[src/rtl/sym_fir_tdm.sv]
// sym_fir_tdm -- symmetric (linear-phase) FIR filter, time-multiplexed.
//
// One pre-adder, one multiplier and one accumulator are shared across
// HALF=(TAPS+1)/2 cycles per sample. Tap pairs x[k] and x[TAPS-1-k] share
// coefficient h_k, so only HALF coefficients are stored. The coefficients
// are double-buffered. Writes land in a shadow bank. The shadow bank is
// copied into the active bank when a sample is accepted. This means a
// running computation never sees a mix of coefficient sets.
//
// Ports:
//   clk, rst     rising-edge clock, synchronous active-high reset
//   in_valid     in_sample is valid this cycle
//   in_sample    signed input sample
//   in_ready     block is idle; a sample is accepted on in_valid && in_ready
//   bypass       sampled at accept; 1 = pass the accepted sample through
//   coef_we      coefficient write strobe (writes the shadow bank)
//   coef_addr    coefficient index k (h_k = h_(TAPS-1-k)); k >= HALF ignored
//   coef_data    signed coefficient value
//   out_valid    one-cycle pulse when out_sample updates
//   out_sample   signed result, held between pulses
//   overrun      sticky flag: in_valid seen while busy; cleared only by rst
//
// Timing: a sample accepted in cycle t produces out_valid in cycle t+HALF+2.
// The block returns to idle in that same cycle, so accepts can be back-to-back.

module sym_fir_tdm #(
  parameter int DATA_W    = 20,
  parameter int COEF_W    = 16,
  parameter int TAPS      = 17,
  parameter int COEF_FRAC = 15
) (
  input  logic                              clk,
  input  logic                              rst,
  input  logic                              in_valid,
  input  logic signed [DATA_W-1:0]          in_sample,
  output logic                              in_ready,
  input  logic                              bypass,
  input  logic                              coef_we,
  input  logic [$clog2((TAPS+1)/2)-1:0]     coef_addr,
  input  logic signed [COEF_W-1:0]          coef_data,
  output logic                              out_valid,
  output logic signed [DATA_W-1:0]          out_sample,
  output logic                              overrun
);

  localparam int HALF   = (TAPS + 1) / 2;
  localparam int KW     = $clog2(HALF);
  localparam int TW     = $clog2(TAPS);
  localparam int PRE_W  = DATA_W + 1;
  localparam int PROD_W = DATA_W + COEF_W + 1;
  localparam int ACC_W  = PROD_W + KW;

  localparam logic signed [ACC_W:0] RND_BIAS = {{ACC_W{1'b0}}, 1'b1} << (COEF_FRAC - 1);
  localparam logic signed [ACC_W:0] SAT_MAX  = {{(ACC_W-DATA_W+2){1'b0}}, {(DATA_W-1){1'b1}}};
  localparam logic signed [ACC_W:0] SAT_MIN  = {{(ACC_W-DATA_W+2){1'b1}}, {(DATA_W-1){1'b0}}};

  typedef enum logic [1:0] {S_IDLE, S_MAC, S_ROUND} state_t;

  state_t                    state_q, state_d;
  logic [KW-1:0]             k_q, k_d;
  logic signed [DATA_W-1:0]  x_q      [TAPS];
  logic signed [DATA_W-1:0]  x_d      [TAPS];
  logic signed [COEF_W-1:0]  shadow_q [HALF];
  logic signed [COEF_W-1:0]  shadow_d [HALF];
  logic signed [COEF_W-1:0]  active_q [HALF];
  logic signed [COEF_W-1:0]  active_d [HALF];
  logic signed [ACC_W-1:0]   acc_q, acc_d;
  logic                      byp_q, byp_d;
  logic                      out_valid_q, out_valid_d;
  logic signed [DATA_W-1:0]  out_sample_q, out_sample_d;
  logic                      overrun_q, overrun_d;

  logic                      accept;
  logic [TW-1:0]             idx_lo, idx_hi;
  logic signed [COEF_W-1:0]  coef_k;
  logic signed [PRE_W-1:0]   pre_add;
  logic signed [PROD_W-1:0]  prod;

  // Round half up: add 2^(COEF_FRAC-1), then shift right arithmetically.
  // One extra bit of headroom keeps the bias add from wrapping.
  function automatic logic signed [ACC_W:0] round_half_up(input logic signed [ACC_W-1:0] a);
    logic signed [ACC_W:0] ext;
    ext = {a[ACC_W-1], a} + RND_BIAS;
    return ext >>> COEF_FRAC;
  endfunction

  function automatic logic signed [DATA_W-1:0] saturate(input logic signed [ACC_W:0] v);
    if (v > SAT_MAX)
      return SAT_MAX[DATA_W-1:0];
    else if (v < SAT_MIN)
      return SAT_MIN[DATA_W-1:0];
    else
      return v[DATA_W-1:0];
  endfunction

  assign in_ready   = (state_q == S_IDLE) && !rst;
  assign accept     = in_valid && in_ready;
  assign out_valid  = out_valid_q;
  assign out_sample = out_sample_q;
  assign overrun    = overrun_q;

  // MAC datapath: pre-add the mirrored tap pair, then multiply by h_k.
  // The centre tap has no partner, so it enters the multiplier alone.
  always_comb begin
    idx_lo = TW'(k_q);
    idx_hi = TW'(TAPS - 1) - idx_lo;
    coef_k = active_q[k_q];
    if (k_q == KW'(HALF - 1))
      pre_add = {x_q[idx_lo][DATA_W-1], x_q[idx_lo]};
    else
      pre_add = {x_q[idx_lo][DATA_W-1], x_q[idx_lo]} + {x_q[idx_hi][DATA_W-1], x_q[idx_hi]};
    prod = {{(PROD_W-COEF_W){coef_k[COEF_W-1]}}, coef_k} *
           {{(PROD_W-PRE_W){pre_add[PRE_W-1]}}, pre_add};
  end

  // Next-state and control
  always_comb begin
    state_d      = state_q;
    k_d          = k_q;
    x_d          = x_q;
    shadow_d     = shadow_q;
    active_d     = active_q;
    acc_d        = acc_q;
    byp_d        = byp_q;
    out_valid_d  = 1'b0;
    out_sample_d = out_sample_q;
    overrun_d    = overrun_q | (in_valid && !in_ready);

    if (coef_we && (int'(coef_addr) < HALF))
      shadow_d[coef_addr] = coef_data;

    case (state_q)
      S_IDLE: begin
        if (accept) begin
          x_d[0] = in_sample;
          for (int i = 1; i < TAPS; i++)
            x_d[i] = x_q[i-1];
          // Takes the shadow contents from before any same-cycle write.
          active_d = shadow_q;
          byp_d    = bypass;
          acc_d    = '0;
          k_d      = '0;
          state_d  = S_MAC;
        end
      end
      S_MAC: begin
        acc_d = acc_q + {{KW{prod[PROD_W-1]}}, prod};
        if (k_q == KW'(HALF - 1))
          state_d = S_ROUND;
        else
          k_d = k_q + KW'(1);
      end
      S_ROUND: begin
        out_valid_d  = 1'b1;
        // In bypass mode, x[0] still holds the accepted sample.
        out_sample_d = byp_q ? x_q[0] : saturate(round_half_up(acc_q));
        state_d      = S_IDLE;
      end
      default: state_d = S_IDLE;
    endcase
  end

  // State registers
  always_ff @(posedge clk) begin
    if (rst) begin
      state_q      <= S_IDLE;
      k_q          <= '0;
      for (int i = 0; i < TAPS; i++)
        x_q[i] <= '0;
      for (int i = 0; i < HALF; i++) begin
        shadow_q[i] <= '0;
        active_q[i] <= '0;
      end
      acc_q        <= '0;
      byp_q        <= 1'b0;
      out_valid_q  <= 1'b0;
      out_sample_q <= '0;
      overrun_q    <= 1'b0;
    end else begin
      state_q      <= state_d;
      k_q          <= k_d;
      x_q          <= x_d;
      shadow_q     <= shadow_d;
      active_q     <= active_d;
      acc_q        <= acc_d;
      byp_q        <= byp_d;
      out_valid_q  <= out_valid_d;
      out_sample_q <= out_sample_d;
      overrun_q    <= overrun_d;
    end
  end

endmodule
[config.mk]
export PLATFORM = sky130hd
export DESIGN_NAME = sym_fir_tdm
export DESIGN_NICKNAME = d
export VERILOG_FILES = /design/src/rtl/sym_fir_tdm.sv
export SDC_FILE = /design/constraint.sdc
export NUM_CORES = 2
export LEC_CHECK = 0
export ABC_AREA = 1
export CAP_MARGIN = 5
export CORE_MARGIN = 2
export CORE_UTILIZATION = 29
export DETAILED_ROUTE_END_ITERATION = 10
export DONT_BUFFER_PORTS = 1
export GPL_TIMING_DRIVEN = 0
export PLACE_DENSITY_LB_ADDON = 0.15
export SETUP_SLACK_MARGIN = 0.4
export SYNTH_ARGS = -nofsm -noshare
export SYNTH_HDL_FRONTEND = slang
export SYNTH_SLANG_ARGS = --single-unit
export TNS_END_PERCENT = 10
[constraint.sdc]
create_clock -name clk -period 18.6 [get_ports clk]
set_input_delay 5.58 -clock clk [delete_from_list [all_inputs] [get_ports clk]]
set_output_delay 5.58 -clock clk [all_outputs]
set_load 0.005 [all_outputs]
## Yosys cells after proc, flatten, opt, wreduce, memory -nomap -nowiden

Index checks and enable logic that the tools add are counted.

| storage, ports and cells | value |
|---|---|
| register bits | 698 |
| input port bits | 45 |
| output and inout bits | 23 |

| cells by class | value |
|---|---|
| add/subtract/negate cells | 5 |
| multipliers | 1 |
| $lt $le $gt $ge | 8 |
| equal/unequal tests | 6 |
| multiplexer cells | 25 |
| bitwise logic cells | 5 |
| reduce and logical (&&, ||, !) cells | 13 |

Operators by type and width:

| kind | number |
|---|---|
| $bmux W20 S5 | 2 |
| $bwmux W144 | 1 |
| $mux W20 | 7 |
| $pmux W41 S2 | 1 |
| $bmux W16 S4 | 1 |
| $demux W16 S4 | 1 |
| $mux W16 | 3 |
| $add A41 B16 Y42 const B | 1 |
| $add A41 B41 Y41 | 1 |
| $mux W41 | 1 |
| $mul A16 B21 Y37 | 1 |
| $gt A27 B20 Y1 const B | 1 |
| $lt A27 B20 Y1 const B | 1 |
| $add A20 B20 Y21 | 1 |
| $mux W21 | 1 |
| $ge A6 B6 Y1 const B | 2 |
| $ge A5 B5 Y1 const B | 2 |
| $not A4 Y5 | 2 |
| $mux W4 | 2 |
| $pmux W4 S2 | 1 |
| $ne A2 B2 Y1 const B | 3 |
| $not A4 Y6 | 1 |
| $not A5 Y6 | 1 |
| $reduce_and A2 Y1 | 3 |
| 16 further kinds | 22 |

## Longest topological paths before layout

| logic depth | value |
|---|---|
| word-level depth | 10 |
| depth in mapped cells | 69 |

## Least setup slack after synthesis

No wires, ideal clock.

| path | value |
|---|---|
| path kind | input-to-output |
| start point | in rst |
| end point | out in_ready |
| arrival time | 6,070 ps |
| data required time | 13,020 ps |
| setup slack | 6,950 ps |
| stages on the path | 2 |
| cell sequence | nor2_1 > clkbuf_1 |

| on the way | value |
|---|---|
| cells in the longest elaborated chain, start to end | 2 |

Ends and longest elaborated chain:

| element | line | text |
|---|---|---|
| start, declared | 33 | `input logic rst,` |
| $logic_not A1 Y1 | 96 | `assign in_ready = (state_q == S_IDLE) && !rst;` |
| $logic_and A1 B1 Y1 | 96 |  |
| end, declared | 36 | `output logic in_ready,` |

No other way between the ends.

## Final worst setup path

| path | value |
|---|---|
| start point | reg k_q[1] |
| end point | reg acc_q[33] |

| on the way | value |
|---|---|
| cells in the longest elaborated chain, start to end | 10 |
| elaborated cells on any way between the ends | 19 |
| classes of those cells | 3 x add/sub; 1 x mul; 1 x eq/ne; 11 x mux; 3 x bitwise |

Ends and longest elaborated chain:

| element | line | text |
|---|---|---|
| start, declared | 60 | `logic [KW-1:0] k_q, k_d;` |
| start signal, assigned | 181 | `k_q <= k_d;` |
| $sub A5 B4 Y5 | 106 | `idx_hi = TW'(TAPS - 1) - idx_lo;` |
| $not A5 Y6 (implied by the code) | 111 | `pre_add = {x_q[idx_lo][DATA_W-1], x_q[idx_lo]} + {x_q[idx_hi][DATA_W-1], x_q[idx_hi]};` |
| $bmux W20 S5 | 111 |  |
| $mux W20 (implied by the code) (2 in series) | 111 |  |
| $add A20 B20 Y21 | 111 |  |
| $mux W21 | 108 | `if (k_q == KW'(HALF - 1))` |
| $mul A16 B21 Y37 (*) | 112 | `prod = {{(PROD_W-COEF_W){coef_k[COEF_W-1]}}, coef_k} *` |
| $add A41 B41 Y41 (*) | 147 | `acc_d = acc_q + {{KW{prod[PROD_W-1]}}, prod};` |
| $pmux W41 S2 (*) | 132 | `case (state_q)` |
| end signal, assigned | 174 | `acc_q <= '0;` |
| end signal, assigned | 185 | `acc_q <= acc_d;` |
| end, declared | 67 | `logic signed [ACC_W-1:0] acc_q, acc_d;` |

Mark *: on every way between the ends. The rest lies on a longest branch, timed or not. The select of a mux whose other input is x is not followed.
A chain may end at the register's enable or synchronous reset.

==> metrics.csv <==
metric,value,unit
status,"complete, no violations",
grt_pass1_wl,291000,µm
worst_ep_required_time,19.17,ns
rows,145,
cts_setup_buffers,0,
dpl.cell_count,8309,
syn_nets,6783,
fp.coreArea,156000,µm²
drtIter0Drc,4469,
synth_area,45700,µm²
ant_nets,0,
fin_area,50900,µm²
synth_commonest_cells,"1129 x inv_1, 1044 x nand2_1, 698 x dfxtp_1",
gp_congestion,0.965,
areaGrowthSynthToFinish,11.3,%
drc_errors,0,
grt_max_degree,14,
grt_setup_unrepaired,no,
cts_buffers,78,
layout.cells.non_filler,8446,
post-dp-hpwl,159000,µm
slew_viol_final,0,
relSlewSlack,0.120,
cp_slowest_cell,clkbuf_1,
clockPowerShare,0.308,
dieArea,161000,µm²
die_w,401,µm
fin_tns_setup,0,ns
power_switching_share,0.420,
setup_violations,0,
async_reset_ff_frac,0,
cts_tree,yes,
ys_top_cells_by_area,"dfxtp_1 31%, fa_1 15%, inv_1 9.3%",
p_leak,0.0206,µW
syn_avg_cell_area,7.32,µm²
power,5160,µW
cp-end-kind,flip-flop,
antenna_found_initial,20,
synth_edf_count,0,
post_dp_cell_area,48300,µm²
clk_pin_slew,0.06,ns
synthCells,6249,
fillers,17200,
pwr_density_cell,101,nW/µm²
grt_pass1_vias,41400,
cts_resized,0,
cts_root_buf,clkbuf_16,
wl_per_cell,23.7,µm
grt_usage,0.245,
worst_path_most_repeated_cell,nand2_1,
grt.overflow.total,0,
tightestPinTransition,1.32,ns
max-vdd-ir-drop,0.0930,mV
layout-drive-gt1-share,0.0420,
path_max_fanout,10,
synth_top_cell_area_share,0.306,
yosysTopAreaCell,dfxtp_1,
finalHoldViolCount,0,
intPower,3000,µW
critical_path_arrival,15.89,ns
drt-vias-per-instance,5.13,
path_class,reg2reg,
synth_most_common_cell,inv_1,
p_sw,2170,µW
vias,43400,
synth_top_flop_cell,dfxtp_1,
port_buffers,0,
clock.fmax,0.0653,GHz
synth_warnings,0,
combPwrFrac,0.389,
fin_skew,0.0656,ns
ys_seq_elements,698,
clk_latency,0.71,ns
nets,6865,
critical_path.max_stage_delay,0.78,ns
fp.dieH,401,µm
min_period_over_period,0.824,
ys_seq_area_frac,0.306,
io_pins,68,
drt_first_pass_iters,6,
cap_violations,0,
start_util,0.292,
wirelength,200000,µm
clockBufferDepth,3,
setup.worst_path.start_class,flip-flop,
cts_hold_buf,0,
path_delay_family,adder cells,
power_frac_seq,0.303,
clock-sinks,698,
dp_slack,3.74,ns
worst-path-buf-inv,14,
setup_slack,3.28,ns
finalCriticalPeriod,15.32,ns
hold_path_class,reg2reg,
synth.distinct_cells,53,
cts-htree-levels,3,
[metal layers]
layer | share of wire | vias to the layer above | GRT usage
met5 | 0.00013 | - | 0
met4 | 0.030 | 4 | 0.0735
met3 | 0.082 | 247 | 0.0428
met2 | 0.41 | 1623 | 0.354
met1 | 0.48 | 21100 | 0.366
li1 | - | 20400 | -
[stage by stage]
stage | utilization | hold WS (ns)
floorplan | - | 0.425
global placement | 0.309 | 0.434
detailed placement | 0.309 | 0.441
CTS | 0.325 | 0.445
global route | 0.325 | 0.466
finish | 0.326 | 0.448
[logic make-up (layout without fill, tap and decap cells)]
logic type	count (synthesis)	count (layout)	synth area share
and+or+nand+nor	1913	1913	0.173
buffers and inverters	1497	1633	0.127
AOI/OAI and AO/OA	1595	1595	0.194
adders and majority gates	489	489	0.189
xor gates and xnor gates	57	57	0.0109
DFF	698	698	0.306
other	0	3	0
[path summary, 6_finish.rpt]
check,cells after the start,slack (ns),end,start
setup / recovery,55,3.28,acc_q[33]$_SDFFE_PP0P_,k_q[1]$_SDFFE_PP0P_
hold / removal,2,0.45,shadow_q[105]$_SDFFE_PP0P_,shadow_q[105]$_SDFFE_PP0P_
setup reg to reg,55,3.28,acc_q[33]$_SDFFE_PP0P_,k_q[1]$_SDFFE_PP0P_
hold reg to reg,2,0.45,shadow_q[105]$_SDFFE_PP0P_,shadow_q[105]$_SDFFE_PP0P_
[tightest hold or removal path: stages, from the launching register on]
cell and delay (ns):
dfxtp_1 0.30, inv_1 0.05, a21oi_1 0.05
[state kept, by name, summed over array words and instances (netlist names)]
register,cells
x_q,340
active_q,144
shadow_q,144
acc_q,41
out_sample,20
k_q,4
state_q,2
byp_q,1
out_valid,1
overrun,1
[placed cells by master (no fill, tap or decap), types with 8 or more instances in the layout]
cell,synthesis,final
dfxtp_1,698,698
o21bai_1,11,11
nor2_1,396,395
o21a_1,14,14
clkbuf_8,0,14
nand2_1,1044,1044
clkinv_2,0,8
o221ai_1,22,22
or2_2,12,12
inv_2,16,16
o211ai_1,30,30
o21ai_0,648,647
nand4_1,16,16
clkbuf_16,0,79
xnor2_1,20,20
a21o_1,16,16
o22ai_1,371,371
nor3_1,36,36
buf_1,17,17
ha_1,154,154
buf_2,69,69
inv_1,1129,1129
a31oi_1,27,27
nand3_1,375,375
buf_4,20,21
xor2_1,37,37
fa_1,335,335
o21ai_1,9,10
clkbuf_1,237,256
a21oi_1,404,404
[power groups by stage]
stage / Combinational (µW) / Clock (µW) / Sequential (µW)
global placement: 1980 / 0 / 1600
finish: 2010 / 1590 / 1570
floorplan: 1240 / 0 / 1580
global route: 2210 / 1670 / 1570
detailed placement: 1960 / 0 / 1600
CTS: 1990 / 1610 / 1570
[layout make-up]
type	count	area, µm²	area share
multi-input cells	4054	25900	0.509
flip-flops and latches	698	14000	0.274
inverters	1148	4310	0.0846
well taps	2058	2570	0.0506
clock buffers	112	2240	0.0440
plain buffers	349	1510	0.0297
clock inverters	22	339	0.00666
repair buffers	2	22.5	0.000442
diodes	3	7.51	0.000147
No activity file was read; power rests on OpenSTA's default activity.
